$ cat src/rtl/fp_reduce_pkg.sv
// fp_reduce_pkg: shared constants, state encoding and NaN test for recoded FP32 min/max reductions
package fp_reduce_pkg;
  localparam int REC_W = 33;
  localparam int FLAG_W = 5;
  localparam logic [REC_W-1:0] CANON_NAN_REC = 33'h0_E040_0000;
  typedef enum logic [1:0] {IDLE, RUN, DONE} state_t;
  function automatic logic isNaNRec(input logic [REC_W-1:0] rec);
    return rec[31:29] == 3'b111;
  endfunction
endpackage

$ cat src/rtl/fp_minmax_pick.sv
// fp_minmax_pick: selects the running max/min from a shared comparator result, NaN-aware
module fp_minmax_pick
  import fp_reduce_pkg::*;
(
  input  logic [REC_W-1:0] acc,
  input  logic [REC_W-1:0] elem,
  input  logic             is_max,
  input  logic             lt,
  input  logic             eq,
  input  logic             gt,
  output logic [REC_W-1:0] pick
);
  logic acc_nan, elem_nan, take;
  always_comb begin
    acc_nan  = isNaNRec(acc);
    elem_nan = isNaNRec(elem);
    // equal magnitudes only differ for signed zeros: max prefers +0, min prefers -0
    take = is_max ? (lt | (eq & acc[REC_W-1] & ~elem[REC_W-1]))
                  : (gt | (eq & elem[REC_W-1] & ~acc[REC_W-1]));
    pick = (acc_nan & elem_nan) ? CANON_NAN_REC :
           acc_nan              ? elem :
           elem_nan             ? acc :
           take                 ? elem : acc;
  end
endmodule

$ cat src/rtl/fp_minmax_reduce_seq.sv
// fp_minmax_reduce_seq: element-serial vfredmax/vfredmin sequencer around one shared recoded comparator
module fp_minmax_reduce_seq
  import fp_reduce_pkg::*;
#(
  parameter int CNT_W = 11
) (
  input  logic              clock,
  input  logic              reset,
  input  logic              cmd_valid,
  output logic              cmd_ready,
  input  logic              cmd_isMax,
  input  logic [CNT_W-1:0]  cmd_len,
  input  logic [REC_W-1:0]  cmd_init,
  input  logic              elem_valid,
  output logic              elem_ready,
  input  logic [REC_W-1:0]  elem_data,
  output logic [REC_W-1:0]  cmp_a,
  output logic [REC_W-1:0]  cmp_b,
  output logic              cmp_signaling,
  input  logic              cmp_lt,
  input  logic              cmp_eq,
  input  logic              cmp_gt,
  input  logic [FLAG_W-1:0] cmp_flags,
  output logic              out_valid,
  input  logic              out_ready,
  output logic [REC_W-1:0]  out_data,
  output logic [FLAG_W-1:0] out_flags,
  output logic              busy
);
  state_t state_q, state_d;
  logic [REC_W-1:0] acc_q, acc_d, picked;
  logic [CNT_W-1:0] cnt_q, cnt_d, len_q, len_d;
  logic [FLAG_W-1:0] flags_q, flags_d;
  logic is_max_q, is_max_d;
  fp_minmax_pick u_pick (
    .acc    (acc_q),
    .elem   (elem_data),
    .is_max (is_max_q),
    .lt     (cmp_lt),
    .eq     (cmp_eq),
    .gt     (cmp_gt),
    .pick   (picked)
  );
  always_comb begin
    cmd_ready     = state_q == IDLE;
    elem_ready    = state_q == RUN;
    out_valid     = state_q == DONE;
    busy          = state_q != IDLE;
    cmp_a         = acc_q;
    cmp_b         = elem_data;
    cmp_signaling = 1'b0;
    out_data      = acc_q;
    out_flags     = flags_q;
    state_d       = state_q;
    acc_d         = acc_q;
    cnt_d         = cnt_q;
    len_d         = len_q;
    flags_d       = flags_q;
    is_max_d      = is_max_q;
    case (state_q)
      IDLE: if (cmd_valid) begin
        is_max_d = cmd_isMax;
        len_d    = cmd_len;
        acc_d    = cmd_init;
        cnt_d    = '0;
        flags_d  = '0;
        state_d  = (cmd_len == '0) ? DONE : RUN;
      end
      RUN: if (elem_valid) begin
        acc_d   = picked;
        flags_d = flags_q | cmp_flags;
        cnt_d   = cnt_q + 1'b1;
        state_d = (cnt_q == len_q - 1'b1) ? DONE : RUN;
      end
      DONE: state_d = out_ready ? IDLE : DONE;
      default: state_d = IDLE;
    endcase
  end
  always_ff @(posedge clock or negedge reset) begin
    if (!reset) begin
      state_q  <= IDLE;
      acc_q    <= '0;
      cnt_q    <= '0;
      len_q    <= '0;
      flags_q  <= '0;
      is_max_q <= 1'b0;
    end else begin
      state_q  <= state_d;
      acc_q    <= acc_d;
      cnt_q    <= cnt_d;
      len_q    <= len_d;
      flags_q  <= flags_d;
      is_max_q <= is_max_d;
    end
  end
endmodule

$ cat config.mk
export PLATFORM = sky130hd
export DESIGN_NAME = fp_minmax_reduce_seq
export DESIGN_NICKNAME = d
export VERILOG_FILES = /design/src/rtl/fp_reduce_pkg.sv /design/src/rtl/fp_minmax_pick.sv /design/src/rtl/fp_minmax_reduce_seq.sv
export SDC_FILE = /design/constraint.sdc
export NUM_CORES = 1
export LEC_CHECK = 0
export CAP_MARGIN = 10
export CORE_MARGIN = 4
export CORE_UTILIZATION = 41
export CTS_BUF_LIST = sky130_fd_sc_hd__clkbuf_8
export DETAILED_ROUTE_END_ITERATION = 10
export GPL_TIMING_DRIVEN = 0
export PLACE_DENSITY = 0.93
export SETUP_SLACK_MARGIN = 0.2
export SLEW_MARGIN = 10
export SYNTH_ARGS = -nofsm -noshare
export SYNTH_HDL_FRONTEND = slang
export SYNTH_SLANG_ARGS = --single-unit
$ cat constraint.sdc
create_clock -name clock -period 2.3 [get_ports clock]
set_input_delay 0.46 -clock clock [delete_from_list [all_inputs] [get_ports clock]]
set_output_delay 0.46 -clock clock [all_outputs]
set_load 0.01 [all_outputs]
==> results of run 1 <==
## state kept, by name (all words and copies together), names as in the netlist
signal	cells
cmp_a	33
cnt_q	11
len_q	11
out_flags	5
state_q	2
is_max_q	1
## cell type report
class | instances | area, µm² | area share (%)
timing repair buffer | 205 | 2030 | 32.2
inverter | 6 | 23.8 | 0.377
sequential | 63 | 1580 | 25.0
buffer | 86 | 613 | 9.73
multi-input combinational | 242 | 1710 | 27.1
tap | 111 | 139 | 2.20
clock inverter | 5 | 73.8 | 1.17
clock buffer | 10 | 138 | 2.18
## cell families after synthesis
logic type                 synth area share [%]
muxes                                      9.96
and+or+nand+nor                            16.5
xor gates and xnor gates                   4.34
AOI/OAI and AO/OA                          11.4
adders and majority gates                 0.653
buffers and inverters                      15.9
DFF                                        41.2
other                                    0.0979
## cell usage after synthesis (all sizes together) (2+ instances only)
master	instances	area, µm²
nand2	52	195
nor4b	3	26.3
o21ai	8	40.0
nor3	6	30.0
nand4	4	25.0
and3	3	18.8
and2	2	12.5
clkbuf	13	48.8
ha	2	25.0
a21o	2	15.0
nand4b	2	17.5
a22o	29	254
nor2	26	97.6
nor4	4	25.0
inv	5	18.8
xnor2	10	87.6
or3	2	12.5
xor2	9	78.8
a21oi	12	60.1
nand3	10	50.1
mux2	33	372
buf	73	538
dfrtp	63	1580
nand3b	3	22.5
or4b	2	27.5
## power groups by stage
stage          combinational (mW)  clock, mW  sequential [mW]
4_1_cts                      4.01       1.06             2.07
3_5_place_dp                 3.86          0             2.08
6_report                     4.07       1.04             2.08
5_1_grt                      4.34       1.12             2.16
2_1_floorplan                1.89          0             2.09
3_3_place_gp                 3.74          0             2.06
## per-layer routing
metal  vias to the layer above  global-route usage [%]  share of wire [%]
met5                         -                       0                  0
met1                      1795                    26.4                 38
met2                       159                    42.2                 53
met3                        24                    6.79                7.0
li1                       1744                       -                  -
met4                         0                    5.53                2.2
## worst paths after layout
check	from	endpoint	depth (start not counted)
min in group clock	out_flags[1]$_DFFE_PN0P_	out_flags[1]$_DFFE_PN0P_	2
max in group asynchronous	reset	state_q[0]$_DFFE_PN0P_	1
hold / removal	reset	out_flags[4]$_DFFE_PN0P_	1
hold reg to reg	out_flags[1]$_DFFE_PN0P_	out_flags[1]$_DFFE_PN0P_	2
setup reg to reg	len_q[1]$_DFFE_PN0P_	state_q[0]$_DFFE_PN0P_	7
setup / recovery	elem_data[19]	cmp_b[19]	3
## repair_timing
item / in CTS / in global routing
setup buffers: 4 / 2
resized for setup: 21 / 21
pin swaps: 1 / 2
cloned: 1 / 0
endpoints found under the setup margin: 44 / 50
## worst reg2reg max path, delay by kind of cell, from the launching register on
kind                     cells  cell delay (ns)
AO/OA/AOI/OAI                2             0.21
adder cells (fa/ha/maj)      1             0.15
buffers and inverters        1             0.08
flip-flops                   1             0.40
AND/OR/NAND/NOR              3             1.08
## metrics by stage
| stage | util, % | setup WS, ns |
|---|---|---|
| after CTS | 68.2 | 0.108 |
| after floorplan | - | 0.242 |
| after detailed placement | 65.0 | -0.429 |
| after global routing | 68.9 | 0.193 |
| after global placement | 65.0 | -1.23 |
| final | 68.9 | 0.229 |
==> run metrics, run 1 <==
RSZ-0062 raised after global routing true; Layout area overhead 64.6%; fin crit share 90.0%; min cycle time layout 2.07 ns; Initial Util 41.8%; most frequent cells in the layout clkdlybuf4s50_1 (190), buf_4 (73), dfrtp_1 (61); # rows 35; status complete, no violations; sequential cell area fraction in the yosys report 41.2%; Root Driver clkbuf_8; Startpoint Class primary input; Total Power 7.20 mW; total die area 11000 µm²; slowest cell delay on critical path 0.56 ns; CTS tree built; Final Cell Area 6300 µm²; Die Height 105 µm; DRT iter0 DRCs 118; Slew headroom 48.1%; mapped cell area 3830 µm²; ratio of cells with drive above 1 in the final layout 24.1%; PD cells 1140 nW/µm²; dpl cells 706; LEAKAGE 2.81 nW; FF+latch count, synth 63; Placer Congestion 0.853; Finished Layout Cells 728; first-pass GRT wire length 20300 µm; DR WL/cell 17.4 µm; Seq pwr share 29.0%; clock share of power 14.5%; worst skew pair latency 0.33 ns; Clock Path Buffers 2; Post-Route WL 12700 µm; CP cell instances clkdlybuf4s50_1, buf_4, clkdlybuf4s50_1; hold buffer count at cts 0; Worst VDD drop 740 µV; Largest delay share family, worst path buffers and inverters; H-tree levels 3; Final ANT Viol Nets 0; clock sinks 63; Max Fclk 0.483 GHz; Critical Path RT 1.84 ns; Comb pwr share 56.5%; flop2flop setup slack 0.25 ns; DPL Wire Length 9900 µm; core area 9150 µm²; max-cap viol count 0; critical path arrival 1.61 ns; post-synth cell types 47; CP bufs+invs 3; number of flops mapped to enable cells by yosys 0; most common cell after layout, fill and taps aside clkdlybuf4s50_1; total grt overflow 0; Worst-path clk slew 0.07 ns; vias per inst 5.11; DRC violations left 0; gr usage total 23.1%; Tightest Hold Check Type primary input to async pin; Setup crit end kind output pin; Post-DP Area 5950 µm²; switching part of the total 34.9%; Slew @ Worst Pin 0.779 ns; Setup TNS Final 0 ns; DRT Pass-1 Iters 4; Mapped Nets 490; Final Slew Violations 0; Yosys Warn Count 0; vias post-DR 3722; Setup-failing EPs final 0; I/O pin count 200; Synth Instances 397; Die W 105 µm; TritonCTS buffer count 9; Async SR Flop Fraction 100%; number of global-route vias before repair 4053; NetSw 2.51 mW; top_reg_cell synth dfrtp_1; Internal 4.68 mW; ant diodes 0; CP most frequent cell clkdlybuf4s50_1; Filler cells 648; count of final hold-check violations 0; Worst Setup Path Type primary input to output pin; Layout Nets 706; Hold Slack 0.207 ns; critical path peak fanout 2; Max Clock Skew 0.00742 ns; initial antenna violation count 0; largest net degree at the start of global routing 64; CP max stage cell clkdlybuf4s50_1; Post-Syn Area per Cell 9.65 µm²; PortBufs 198
(Power assumes the default switching activity.)
==> run 2: changes to the inputs <==
ABC_AREA = 1   (was unset)
CORE_UTILIZATION = 42   (was 41)
RECOVER_POWER = 25   (was unset)
==> run 2 against run 1 <==
  * The run now ends with max-capacitance violations, max-slew violations left
  * Register-to-register slack better by 0.18 ns
  * Synthesized area is 4.7% higher
  * Clock power is essentially flat
  * Cell count is 26% higher
  * First-iteration DRC count up 50%
  * Clock-buffer cell count shrank 1
  * Sequential power about the same
  * Utilization down 0.072 points
  * Critical path depth unchanged
  * Critical endpoint is now cmp_b[30]
==> run metrics, run 2 <==
Tightest Hold Check Type primary input to register; Placer Congestion 0.876 (+2.7%); Layout Nets 877 (+24%); WL met3 1050 µm (+18%); Final Cell Area 6390 µm² (+1.3%); Initial Util 43.2% (+1.3 points); Max Clock Skew 0.00978 ns (+0.00236 ns); status finished with violations; fin crit share 90.3% (+0.24 points); post-synth cell types 30 (-36%); Yosys top cell area share 39.3% (-1.8 points); clock sinks 63 (unchanged); WL met1 4880 µm (+1.1%); DRC violations left 0 (unchanged); Worst VDD drop 663 µV (-10%); max-cap viol count 1 (+1); Die W 106 µm (+1.0%); failing checks max-capacitance violations, max-slew violations; Worst-path clk slew 0.07 ns (about the same); FF+latch count, synth 63 (unchanged); H-tree levels 3 (unchanged); Finished Layout Cells 918 (+26%); top_reg_cell synth dfrtp_1; ratio of cells with drive above 1 in the final layout 13.7% (-10 points); I/O pin count 200 (unchanged); Internal 4.53 mW (-3.3%); vias per inst 4.69 (-8.2%); most frequent cell after synthesis nand2_1; max reg flops 33 (unchanged); Post-DP Area 6150 µm² (+3.4%); Post-Route WL 13200 µm (+3.6%); most common cell after layout, fill and taps aside nand2_1; Worst Setup Path Type primary input to output pin; clock share of power 13.5% (-1.0 points); Final Slew Violations 64 (+64); gr usage total 23.7% (+0.66 points); number of flops mapped to enable cells by yosys 0 (unchanged); min cycle time layout 2.08 ns (+0.00553 ns); Mapped Nets 668 (+36%); Setup-failing EPs final 0 (unchanged); largest net degree at the start of global routing 64 (unchanged); Setup WS post-layout 0.224 ns (-0.00553 ns); hold buffer count at cts 0 (unchanged); number of global-route vias before repair 4509 (+11%); DRT Pass-1 Iters 4 (unchanged); Slew @ Worst Pin 1.61 ns (+0.828 ns); Comb pwr share 59.6% (+3.1 points); DR WL/cell 14.3 µm (-18%); Critical Path RT 1.84 ns (about the same); # rows 35 (unchanged); DRT iter0 DRCs 177 (+50%); synth top area cells dfrtp_1 (39%), nand2_1 (19%), buf_4 (13%); DPL Wire Length 10500 µm (+5.8%); uppermost routed layer met4; first-pass GRT wire length 21100 µm (+4.2%); total die area 11200 µm² (+2.0%); Setup crit end kind output pin; core area 9280 µm² (+1.4%); critical path peak fanout 3 (+1); Root Driver clkbuf_8; most frequent cells in the layout nand2_1 (205), clkdlybuf4s50_1 (190), buf_4 (68); Synth Instances 575 (+45%); post-place setup slack -0.0477 ns (+0.381 ns); total grt overflow 0 (unchanged); Max Fclk 0.482 GHz (-0.27%); RSZ-0062 raised after global routing false; LEAKAGE 3.18 nW (+13%); Post-Syn Area per Cell 6.97 µm² (-28%); switching part of the total 41.6% (+6.7 points); PD cells 1210 nW/µm² (+6.4%); Yosys Warn Count 0 (unchanged); sequential cell area fraction in the yosys report 39.3% (-1.8 points); critical path arrival 1.62 ns (about the same); Seq pwr share 27.0% (-2.0 points); NetSw 3.23 mW (+28%); synth cell count leaders nand2_1 (205), buf_4 (68), dfrtp_1 (63); Core Util, Final 68.8% (-0.072 points); CTS tree built; dpl cells 902 (+28%); mapped cell area 4010 µm² (+4.7%); Async SR Flop Fraction 100% (unchanged); PortBufs 198 (unchanged); worst skew pair latency 0.34 ns (about the same); Layout area overhead 59.3%; WL met2 6770 µm (+1.0%); ant diodes 0 (unchanged); leading area contributor after synthesis dfrtp_1; initial antenna violation count 0 (unchanged); vias post-DR 4308 (+16%); Final ANT Viol Nets 0 (unchanged); Clock Path Buffers 2 (unchanged); Slew headroom -7.14% (-55 points); Startpoint Class primary input; TritonCTS buffer count 9 (unchanged); Die Height 106 µm (+1.0%); count of final hold-check violations 0 (unchanged)
## run 2: cell count changes after synthesis, moves of 3 or more
cell and delta:
xor2_1 -6, mux2_2 -33, o21ai_0 +39, a22o_1 -29, nor2_1 +11, nor2_2 +3, nand2_2 +3, clkbuf_1 -6
inv_1 +56, xnor2_1 -9, nand3_1 +13, nor4b_1 -3, buf_2 +6, nand2_1 +153
## run 2: worst max-delay path: stages
cell             delay (ns)
clkdlybuf4s50_1        0.51
buf_4                  0.12
clkdlybuf4s50_1        0.52
## run 2: area by class of cell
type	instances	area, µm²
Buffer	85	594
Inverter	62	233
Multi-Input combinational cell	365	1620
Clock buffer	9	124
Fill cell	738	2900
Tap cell	129	161
Timing Repair Buffer	198	1990
Clock inverter	7	88.8
Sequential cell	63	1580
## run 2: metrics by stage
step	TNS (ns)	total power, mW	hold slack [ns]
4_1_cts	0	7.80	0.234
3_3_place_gp	-85.51	6.57	0.483
6_report	0	7.76	0.483
3_5_place_dp	-0.0479	6.72	0.488
2_1_floorplan	0	4.52	0.164
5_1_grt	0	8.38	0.494
## run 2: routing by layer
layer | vias to the layer above | global-route usage (%)
met2 | 159 | 43.6
met5 | - | 0
met3 | 32 | 8.45
met4 | 0 | 10.1
li1 | 2133 | -
met1 | 1984 | 24.1
## run 2: power by group through the flow
stage / clock [mW] / sequential [mW] / combinational, mW
after floorplan: 0 / 2.14 / 2.38
after global placement: 0 / 2.09 / 4.48
after detailed placement: 0 / 2.10 / 4.62
after CTS: 1.06 / 2.09 / 4.65
after global routing: 1.11 / 2.17 / 5.10
final: 1.05 / 2.09 / 4.62
## run 2: path summary, 6_finish.rpt
| path | depth (start not counted) | start | endpoint | slack, ns |
|---|---|---|---|---|
| setup / recovery | 3 | elem_data[30] | cmp_b[30] | 0.22 |
| hold / removal | 3 | elem_data[31] | cmp_a[31]$_DFFE_PN0P_ | 0.48 |
| setup reg to reg | 15 | len_q[0]$_DFFE_PN0P_ | state_q[0]$_DFFE_PN0P_ | 0.43 |
| hold reg to reg | 2 | out_flags[3]$_DFFE_PN0P_ | out_flags[3]$_DFFE_PN0P_ | 0.50 |
| max in group asynchronous | 1 | reset | cmp_a[22]$_DFFE_PN0P_ | 0.81 |
| min in group asynchronous | 1 | reset | len_q[1]$_DFFE_PN0P_ | 0.50 |
## run 2: repair_timing
item                                    CTS  global route
endpoints found under the hold margin     0             0
setup buffers                             0             0
endpoints found under the setup margin    1            11
resized for setup                         4             8
## run 2: cells by family (layout without fill, tap and decap cells)
| logic type | after synthesis | after routing | share of synthesized area (%) |
|---|---|---|---|
| xor gates and xnor gates | 4 | 4 | 0.874 |
| DFF | 63 | 63 | 39.3 |
| and+or+nand+nor | 291 | 291 | 30.1 |
| adders and majority gates | 2 | 2 | 0.624 |
| other | 1 | 1 | 0.0935 |
| AOI/OAI and AO/OA | 67 | 67 | 8.58 |
| buffers and inverters | 147 | 361 | 20.4 |
